--- src/rtl/cache_line_controller_pkg.sv ---
// Shared types and constants for the cache line miss sequencer.
package cache_line_controller_pkg;

    typedef enum logic [1:0] {
        IDLE = 2'd0,
        WB   = 2'd1,
        FILL = 2'd2,
        DONE = 2'd3
    } clc_state_t;

    localparam int WORD_BITS = 32;
    localparam int LINE_BITS = 128;

    // Byte-offset width of a line holding 'words' 32-bit words.
    function automatic int offset_bits(input int words);
        return $clog2(words) + 2;
    endfunction

    localparam int OFFSET_W = offset_bits(LINE_BITS / WORD_BITS);

endpackage

--- src/rtl/cache_line_controller_line_beat_counter.sv ---
// Beat counter for one line transfer: advances per accepted beat, wraps after
// the last word, and flags the last beat. Shared by writeback and refill.
module line_beat_counter #(
    parameter int WORDS = 4,
    parameter int CNT_W = 2
) (
    input  logic             clk,
    input  logic             reset,
    input  logic             adv,
    output logic [CNT_W-1:0] cnt,
    output logic             last
);

    assign last = (cnt == CNT_W'(WORDS - 1));

    // Count accepted beats, wrapping to 0 after the final word of the line.
    always_ff @(posedge clk or negedge reset) begin
        if (!reset)   cnt <= '0;
        else if (adv) cnt <= last ? '0 : cnt + 1'b1;
    end

endmodule

--- src/rtl/cache_line_controller.sv ---
// Miss-handling sequencer between the write-back cache and data memory.
// A miss writes back the dirty victim (if any), then refills the requested
// line one 32-bit beat at a time and installs it with a one-cycle strobe.
// Optional: define CACHE_LINE_CTRL_PERF_EN for saturating miss/writeback counters.
module cache_line_controller
    import cache_line_controller_pkg::*;
#(
    parameter  int ADDR_W     = 32,
    parameter  int LINE_WORDS = 4,
    localparam int OFF_W      = offset_bits(LINE_WORDS),
    localparam int CNT_W      = $clog2(LINE_WORDS),
    localparam int LW         = WORD_BITS * LINE_WORDS
) (
    input  logic                  clk,
    input  logic                  reset,
    input  logic                  req_valid,
    input  logic [ADDR_W-1:0]     req_addr,
    input  logic                  hit,
    input  logic                  dirty,
    input  logic [ADDR_W-OFF_W-1:0] victim_line_addr,
    input  logic [LW-1:0]         victim_line,
    output logic                  stall,
    output logic [LW-1:0]         fill_line,
    output logic                  fill_valid,
    output logic [ADDR_W-1:0]     mem_addr,
    output logic [WORD_BITS-1:0]  mem_wdata,
    output logic                  mem_req,
    output logic                  mem_we,
    input  logic [WORD_BITS-1:0]  mem_rdata,
    input  logic                  mem_ready
`ifdef CACHE_LINE_CTRL_PERF_EN
    ,
    output logic [31:0]           miss_count,
    output logic [31:0]           wb_count
`endif
);

    clc_state_t state, state_nx;

    logic [ADDR_W-OFF_W-1:0]                 req_line_q;
    logic [ADDR_W-OFF_W-1:0]                 vic_addr_q;
    logic [LINE_WORDS-1:0][WORD_BITS-1:0]    vic_q;
    logic [LINE_WORDS-1:0][WORD_BITS-1:0]    fill_q;
    logic [CNT_W-1:0]                        cnt;
    logic                                    last;
    logic                                    beat;
    logic                                    miss;
    logic                                    unused_addr_bits;

    // Byte offset of the request is irrelevant: the whole line is fetched.
    assign unused_addr_bits = ^req_addr[OFF_W-1:0];

    assign miss      = req_valid & ~hit;
    assign stall     = (state != IDLE) | miss;
    assign beat      = mem_ready & ((state == WB) | (state == FILL));
    assign fill_line = fill_q;

    line_beat_counter #(.WORDS(LINE_WORDS), .CNT_W(CNT_W)) u_beat_cnt (
        .clk   (clk),
        .reset (reset),
        .adv   (beat),
        .cnt   (cnt),
        .last  (last)
    );

    // State register; reset abandons any sequence in flight.
    always_ff @(posedge clk or negedge reset) begin
        if (!reset) state <= IDLE;
        else        state <= state_nx;
    end

    // Next state and memory-port drive; outputs are pure functions of state
    // and latched data so they hold steady across wait states.
    always_comb begin
        state_nx   = state;
        mem_req    = 1'b0;
        mem_we     = 1'b0;
        mem_addr   = '0;
        mem_wdata  = '0;
        fill_valid = 1'b0;
        case (state)
            IDLE: if (miss) state_nx = dirty ? WB : FILL;
            WB: begin
                mem_req   = 1'b1;
                mem_we    = 1'b1;
                mem_addr  = {vic_addr_q, cnt, 2'b00};
                mem_wdata = vic_q[cnt];
                if (mem_ready && last) state_nx = FILL;
            end
            FILL: begin
                mem_req  = 1'b1;
                mem_addr = {req_line_q, cnt, 2'b00};
                if (mem_ready && last) state_nx = DONE;
            end
            DONE: begin
                fill_valid = 1'b1;
                state_nx   = IDLE;
            end
            default: state_nx = IDLE;
        endcase
    end

    // Capture the missing request (and dirty victim) when the miss is accepted.
    always_ff @(posedge clk or negedge reset) begin
        if (!reset) begin
            req_line_q <= '0;
            vic_addr_q <= '0;
            vic_q      <= '0;
        end else if (state == IDLE && miss) begin
            req_line_q <= req_addr[ADDR_W-1:OFF_W];
            if (dirty) begin
                vic_addr_q <= victim_line_addr;
                vic_q      <= victim_line;
            end
        end
    end

    // Assemble the refill line word by word as read beats complete.
    always_ff @(posedge clk or negedge reset) begin
        if (!reset)                          fill_q      <= '0;
        else if (state == FILL && mem_ready) fill_q[cnt] <= mem_rdata;
    end

`ifdef CACHE_LINE_CTRL_PERF_EN
    // Saturating event counters: misses accepted and victims written back.
    always_ff @(posedge clk or negedge reset) begin
        if (!reset) begin
            miss_count <= '0;
            wb_count   <= '0;
        end else begin
            if (state == IDLE && state_nx != IDLE && miss_count != '1)
                miss_count <= miss_count + 32'd1;
            if (state == WB && state_nx == FILL && wb_count != '1)
                wb_count <= wb_count + 32'd1;
        end
    end
`endif

endmodule

--- config.mk ---
export PLATFORM = sky130hd
export DESIGN_NAME = cache_line_controller
export DESIGN_NICKNAME = d
export VERILOG_FILES = /design/src/rtl/cache_line_controller_pkg.sv /design/src/rtl/cache_line_controller_line_beat_counter.sv /design/src/rtl/cache_line_controller.sv
export SDC_FILE = /design/constraint.sdc
export NUM_CORES = 1
export LEC_CHECK = 0
export ABC_AREA = 1
export CAP_MARGIN = 40
export CORE_MARGIN = 4
export CORE_UTILIZATION = 48
export CTS_BUF_LIST = sky130_fd_sc_hd__clkbuf_8 sky130_fd_sc_hd__clkbuf_16
export CTS_CLUSTER_SIZE = 30
export DETAILED_ROUTE_END_ITERATION = 8
export HOLD_SLACK_MARGIN = 0.1
export PLACE_DENSITY = 0.81
export SYNTH_ARGS = -nofsm -noshare
export SYNTH_HDL_FRONTEND = slang
export SYNTH_SLANG_ARGS = --single-unit
--- constraint.sdc ---
create_clock -name clk -period 2.2 [get_ports clk]
set_input_delay 0.33 -clock clk [delete_from_list [all_inputs] [get_ports clk]]
set_output_delay 0.33 -clock clk [all_outputs]
set_load 0.02 [all_outputs]
# Word level (Yosys, flattened, before mapping)
# Cells that the tools add are included.
dict set report word_totals {
  ff_bits 316
  inputBits 226
  out_inout_bits 196
  wordCells 52
}
dict set report classes {
  n_addsub 1
  order_cmp 2
  eq_ne 7
  n_mux 16
  n_bitwise 5
  n_reduce_logical 9
}
# cell n
set op_table {}
lappend op_table {{bitwise mux 128 bit} 1}
lappend op_table {{two-way mux 32 bit} 3}
lappend op_table {{binary-select mux 32 bit (select 2 bit)} 1}
lappend op_table {{demux 32 bit (select 2 bit)} 1}
lappend op_table {{case mux 32 bit (2 select lines)} 1}
lappend op_table {{two-way mux 2 bit} 5}
lappend op_table {{case mux 2 bit (4 select lines)} 1}
lappend op_table {{equality test 2 bit, second input constant} 3}
lappend op_table {{logical AND 1 bit} 4}
lappend op_table {{inequality test 2 bit, second input constant} 2}
lappend op_table {{< comparator 2 x 3 -> 1 bit, second input constant} 1}
lappend op_table {{two-way mux 1 bit} 3}
lappend op_table {{AND reduction 3 bit} 1}
lappend op_table {{adder 2 x 1 -> 2 bit, second input constant} 1}
lappend op_table {{AND 1 bit} 2}
lappend op_table {{equality test 2 x 1 -> 1 bit, second input constant} 1}
lappend op_table {{greater-or-equal comparator 2 x 1 -> 1 bit, second input constant} 1}
lappend op_table {{zero test 2 bit} 1}
lappend op_table {{inequality test 2 x 1 -> 1 bit, second input constant} 1}
lappend op_table {{bitwise OR 1 bit} 2}
lappend op_table {{AND reduction 2 bit} 1}
lappend op_table {{nonzero test 2 bit} 1}
lappend op_table {{OR reduction 2 bit} 1}
lappend op_table {{NOT 1 bit} 1}

# Longest topological paths before layout
# Gate-level depths: netlist of the first run.
dict set report logic_depth {
  word_depth 5
  depth_mapped 8
  mapped_depth_nobuf 6
}

# By module
# Synthesis of the first run repeated with hierarchy kept, for this count alone.
dict set report hier_totals {
  cells_unflattened 1695
  hier_area_um2 14492.6
}
# mod instances cells_per_inst area_each_um2 seq_area_each_um2
set by_module_without_submodules {}
lappend by_module_without_submodules {cache_line_controller 1 1684 14400.1 7857.5}
lappend by_module_without_submodules {line_beat_counter 1 11 92.6 50.0}

# Worst setup path before layout of the first run
# OpenSTA, ideal clock, no wires.
dict set report synth_path {
  path_type {reg-to-output}
  start {register state[0]}
  end {output port mem_addr[2]}
  t_arrival_ns 1.772
  required_ns 1.870
  slack_ns 0.098
  stages_incl_launch_ff 6
  path_buffers 1
  path_cell_list {dfrtp_1 inv_1 ha_1 inv_1 clkbuf_1 a211oi_1}
}
dict set report synth_via {
  elab_chain_len 2
  elab_cells_between_ends 3
  cone_classes {eq/ne (2); mux (1)}
}
# item line
set synth_rtl {}
lappend synth_rtl {{start, declared} cache_line_controller.sv:38} ;# clc_state_t state, state_nx;
lappend synth_rtl {{start signal, assigned} cache_line_controller.sv:69} ;# else state <= state_nx;
lappend synth_rtl {{equality test 2 bit / equality test 2 x 1 -> 1 bit (equally long branches)} cache_line_controller.sv:81} ;# case (state)
lappend synth_rtl {{case mux 32 bit (2 select lines) *} cache_line_controller.sv:81}
lappend synth_rtl {{end, declared} cache_line_controller.sv:25} ;# output logic [ADDR_W-1:0] mem_addr,
# Mark *: on every way between the ends. The rest lies on a longest branch, timed or not.

# Worst setup path after layout of the first run
dict set report layout_path {
  start {register state[0]}
  end {output port mem_addr[22]}
}
# The elaborated chain is that of the path after synthesis.

==> results of run 1 <==
==> state kept, by name, summed over array words and instances, names as in the netlist <==
| signal | flops |
|---|---|
| u_beat_cnt.cnt | 2 |
| vic_q | 128 |
| state | 2 |
| vic_addr_q | 28 |
| fill_line | 128 |
| req_line_q | 28 |
==> final cells by class <==
| type | count | area, sq um |
|---|---|---|
| Fill cell | 2049 | 8350 |
| Inverter | 325 | 1220 |
| Sequential cell | 316 | 7910 |
| Timing Repair Buffer | 477 | 4910 |
| Multi-Input combinational cell | 1003 | 4860 |
| Clock inverter | 18 | 174 |
| Clock buffer | 44 | 1010 |
| Antenna cell | 7 | 17.5 |
| Tap cell | 384 | 480 |
==> synth_stat cells <==
library cell	number
a211oi_1	1
a21oi_1	62
buf_2	52
buf_4	2
buf_6	19
clkbuf_1	30
clkinv_1	1
conb_1	1
dfrtp_1	316
ha_1	11
inv_1	323
inv_2	1
nand2_1	534
nand3_1	94
nand3_2	4
nand3_4	1
nor2_1	4
nor2_4	1
nor3_1	1
o21ai_0	154
o21ai_1	134
==> worst register-to-register path, stage by stage (launching register included) <==
cell	delay, ns
dfrtp_2	0.44
inv_4	0.07
buf_4	0.13
buf_4	0.14
ha_4	0.15
buf_4	0.15
nand3_2	0.06
buf_4	0.49
o21ai_0	0.22
==> timing repair <==
action                                  4_1_cts  5_1_grt
cloned                                        2        3
hold buffers                                  1        0
endpoints found under the setup margin       66       56
setup buffers                                 3        1
resized for setup                           328      112
pin swaps                                     1       27
hold endpoints to repair                     49        0
==> metrics by stage <==
stage / util / setup TNS [ns] / setup slack, ns
2_1_floorplan: - / 0 / 0.0984
3_3_place_gp: 0.654 / 0 / 0.0149
3_5_place_dp: 0.654 / -0.0791 / -0.0313
4_1_cts: 0.694 / -0.422 / -0.0643
5_1_grt: 0.711 / -1.54 / -0.0820
6_report: 0.711 / -0.103 / -0.0453
==> cell families (layout without fill, tap and decap cells) <==
family          Yosys count  after routing  share of synthesized area
compound gates          351            351                      0.124
flops                   316            316                      0.557
other cells               1              9                   0.000264
simple gates            639            639                      0.181
fa+ha+maj                11             11                    0.00970
buf+inv                 428            864                      0.128
==> routing by layer <==
| layer | up-vias | routed length, um | track usage | part of all wire |
|---|---|---|---|---|
| met5 | - | 34 | 0 | 0.00075 |
| met4 | 4 | 2250 | 0.130 | 0.050 |
| met3 | 142 | 3630 | 0.0665 | 0.080 |
| met2 | 562 | 21600 | 0.432 | 0.48 |
| met1 | 6103 | 17800 | 0.344 | 0.39 |
| li1 | 6170 | - | - | - |
==> worst max-delay path by stage <==
| stage | endpoint | slack, ns | cells past startpoint |
|---|---|---|---|
| after CTS | mem_addr[2] | -0.06 | 5 |
| after global routing | mem_addr[5] | -0.08 | 6 |
| after detailed placement | mem_addr[26] | -0.03 | 6 |
| after floorplan | mem_addr[2] | 0.1 | 5 |
| final | mem_addr[22] | -0.05 | 6 |
| after global placement | mem_addr[2] | 0.01 | 5 |
==> report_power, final <==
group	switching [uW]	internal [uW]
clock network	2400	3510
registers	1710	8620
logic	7920	5870
==> results.yml, run 1 <==
outcome:
  status: "finished with violations"
  violations: "negative setup slack"
clock_network:
  htree_levels: 2
  cts_max_path_buffers: 3
  cts_buffers: 36
  clk_latency_ns: 0.52
  cts_num_sinks: 316
  clk_pin_slew_ns: 0.06
  cts_root_buffer: "clkbuf_16"
  cts_tree: "yes"
timing:
  hold_violations: 0
  rsz0062_at_grt: "yes"
  tightest_slew_ns: 0.596
  finalCritPeriodShare: 1.02
  slew_headroom: 0.603
  clock.fmax_mhz: 445
  clock_skew_ns: 0.0189
  slew_viol_final: 0
  finalWorstSetupSlack_ns: -0.0453
  hold_ws_ns: 0.346
  finalSetupViolCount: 10
  fin_crit_ns: 2.25
yosys:
  yosys.area.top_type: "dfrtp_1"
  ys_types: 21
  synth_area_leaders: "dfrtp_1, nand2_1, inv_1"
  syn_area_per_cell_sq_um: 8.13
  syn-cell-area_sq_mm: 0.0142
  synth_top_area_share: 0.557
  synthCells: 1746
  ys_warn_count: 0
  synth-seq-cells: 316
  ys_seq_area_frac: 0.557
die:
  dieArea_sq_mm: 0.0324
  die_w_um: 180
  die_h_um: 180
  ios: 422
  rows: 62
  start_util: 0.491
  coreArea_sq_mm: 0.0289
critical_path:
  worstPathCellList: "inv_4 > ha_4 > clkbuf_16 > nand2_1 > a21oi_2 > buf_4"
  crit_slowest_cell: "dfrtp_2"
  cp-end-kind: "output pin"
  cp-start-kind: "register"
  cp_top_family: "buffers and inverters"
  cp.required_ns: 1.87
  worstReg2RegStart: "state[0]$_DFFE_PN0P_"
  timing.rr.end: "fill_line[107]$_DFFE_PN0P_"
  max_stage_delay_ns: 0.46
  crit_type: "register to output pin"
  arrival_ns: 1.92
  rr_worst_depth: 8
  r2r_slack_ns: 0.21
  path_max_fanout: 7
  crit_start: "state[0]$_DFFE_PN0P_"
  critPathBufInv: 3
placed_design:
  placed_area_sq_mm: 0.0189
  port_buffers: 415
  gp_congestion: 0.919
  dp.cells: 2496
  hpwl_mm: 31.0
power_and_ir_drop:
  vdd_ir_drop_max_uv: 812
  power_uw: 30000
  cellPowerDensity_mw_per_mm2: 1460
  leakagePower_uw: 0.0104
routing:
  num_vias: 13000
  firstDrtPassIters: 5
  final_antenna_net_count: 0
  drt_wl_total_mm: 45.3
  avgViaCountPerCell: 5.04
  drc: 0
  wl_per_cell_um: 17.6
  drt_first_iter_violations: 1109
global_route:
  grt_pass1_wl_mm: 70.9
  grt_pass1_vias: 13100
  grt_start_max_net_pins: 69
  antenna_found_initial: 9
  grt_use_total: 0.269
  overflow: 0
final_layout:
  layout_common_cells: "nand2_1, clkdlybuf4s50_1, inv_1"
  stdcell_count: 2574
  layout-drive-gt1-share: 0.124
  syn_to_final_growth_pct: 45.0
  finalInstanceArea_sq_mm: 0.0206
  final_common_cell: "nand2_1"
  nets: 2396
job:
  cap_violations: 0
min_path:
  hold_path.class: "input pin to async pin"
Power figures use the tool's default switching activity.
==> run 2, diff against run 1 <==
--- a/config.mk
+++ b/config.mk
@@ -8,12 +8,11 @@
 export ABC_AREA = 1
 export CAP_MARGIN = 40
 export CORE_MARGIN = 4
-export CORE_UTILIZATION = 48
+export CORE_UTILIZATION = 36
 export CTS_BUF_LIST = sky130_fd_sc_hd__clkbuf_8 sky130_fd_sc_hd__clkbuf_16
 export CTS_CLUSTER_SIZE = 30
 export DETAILED_ROUTE_END_ITERATION = 8
 export HOLD_SLACK_MARGIN = 0.1
-export PLACE_DENSITY = 0.81
 export SYNTH_ARGS = -nofsm -noshare
 export SYNTH_HDL_FRONTEND = slang
 export SYNTH_SLANG_ARGS = --single-unit
==> results.yml, run 2 (synthesis results as in run 1) <==
final_layout:
  syn_to_final_growth_pct: 51.1
  utilization: 0.552
  layout-drive-gt1-share: 0.148
  nets: 2428
  finalInstanceArea_sq_mm: 0.0214
  layout_common_cells: "nand2_1, clkdlybuf4s50_1, inv_1"
  final_common_cell: "nand2_1"
  stdcell_count: 2738
die:
  rows: 72
  die_h_um: 207
  die_w_um: 207
  coreArea_sq_mm: 0.0388
  dieArea_sq_mm: 0.0427
  ios: 422
  start_util: 0.366
global_route:
  overflow: 0
  grt_start_max_net_pins: 73
  antenna_found_initial: 6
  grt_pass1_wl_mm: 70.0
  grt_use_total: 0.209
  grt_pass1_vias: 12400
outcome:
  violations: "negative setup slack"
  status: "finished with violations"
placed_design:
  dp.cells: 2633
  gp_congestion: 0.838
  placed_area_sq_mm: 0.0190
  hpwl_mm: 32.4
  port_buffers: 415
power_and_ir_drop:
  vdd_ir_drop_max_uv: 784
  power_uw: 31500
  cellPowerDensity_mw_per_mm2: 1470
  leakagePower_uw: 0.0107
critical_path:
  path_max_fanout: 7
  cp-start-kind: "register"
  crit_type: "register to output pin"
  arrival_ns: 1.94
  cp-end-kind: "output pin"
  cp.required_ns: 1.87
timing:
  rsz0062_at_grt: "yes"
  finalWorstSetupSlack_ns: -0.0729
  finalCritPeriodShare: 1.03
  fin_crit_ns: 2.27
  setup_tns_ns: -1.14
  tightest_slew_ns: 0.633
  slew_headroom: 0.578
  hold_violations: 0
  clock_skew_ns: 0.0195
  finalSetupViolCount: 33
  clock.fmax_mhz: 440
  slew_viol_final: 0
routing:
  drc: 0
  avgViaCountPerCell: 4.67
  firstDrtPassIters: 7
  final_antenna_net_count: 0
  wl_per_cell_um: 17.4
  num_vias: 12800
  drt_first_iter_violations: 803
  drt_wl_total_mm: 47.7
clock_network:
  cts_buffers: 38
  cts_root_buffer: "clkbuf_16"
  htree_levels: 2
  cts_num_sinks: 316
  clk_latency_ns: 0.55
  cts_max_path_buffers: 3
  cts_tree: "yes"
  clk_pin_slew_ns: 0.06
min_path:
  hold_path.class: "input pin to async pin"
job:
  cap_violations: 0
[run 2: critical path: stages (launching register included)]
cell and delay [ns]:
dfrtp_1 0.40, inv_2 0.12, ha_4 0.19, buf_6 0.14, clkbuf_16 0.17, nand2_2 0.05
a21oi_2 0.14, buf_4 0.16
[run 2: per-stage QoR]
stage / worst slack (ns) / hold WS, ns
3_3_place_gp: -0.00796 / 0.244
5_1_grt: -0.151 / 0.280
6_report: -0.0729 / 0.266
2_1_floorplan: 0.0984 / 0.0344
4_1_cts: -0.169 / 0.256
3_5_place_dp: -0.0132 / 0.245
[run 2: power by group]
| group | leakage, uW | switching (uW) | internal (uW) | total (uW) |
|---|---|---|---|---|
| registers | 0.00397 | 1610 | 8620 | 10200 |
| clock network | 0.000637 | 2500 | 3580 | 6080 |
| logic | 0.00612 | 8390 | 6750 | 15100 |
[run 2: final timing paths]
| kind | from | end | cells after the start | slack (ns) |
|---|---|---|---|---|
| worst max-delay path | state[0]$_DFFE_PN0P_ | mem_addr[9] | 7 | -0.07 |
| worst min-delay path | reset | vic_q[98]$_DFFE_PN0P_ | 2 | 0.27 |
| worst max register to register | state[0]$_DFFE_PN0P_ | fill_line[110]$_DFFE_PN0P_ | 8 | 0.14 |
| worst min register to register | req_line_q[7]$_DFFE_PN0P_ | req_line_q[7]$_DFFE_PN0P_ | 2 | 0.47 |
| max in group asynchronous | reset | vic_q[33]$_DFFE_PN0P_ | 4 | 1.13 |
| min in group clk | victim_line[93] | vic_q[93]$_DFFE_PN0P_ | 3 | 0.32 |
[run 2: per-layer routing]
| layer | up-vias | GRT usage | part of all wire |
|---|---|---|---|
| li1 | 6253 | - | - |
| met1 | 6048 | 0.270 | 0.41 |
| met2 | 400 | 0.343 | 0.49 |
| met3 | 81 | 0.0589 | 0.076 |
| met4 | 8 | 0.0651 | 0.028 |
| met5 | - | 0 | 0.0011 |
[run 2: cell type report]
type / count / area (sq um)
diodes: 3 / 7.51
clock buffers: 46 / 1070
clock inverters: 20 / 145
fillers: 3562 / 17400
inverters: 325 / 1240
multi-input cells: 1003 / 5040
flip-flops and latches: 316 / 7910
well taps: 518 / 648
repair buffers: 506 / 5370
repair inverters: 1 / 6.26
[run 2: repair_timing]
item | CTS | global route
cloned | 2 | 14
setup endpoints to repair | 66 | 61
buffers inserted | 10 | 11
pin swaps | 8 | 29
resized for setup | 397 | 151
hold buffers | 1 | 0
endpoints found under the hold margin | 197 | 0
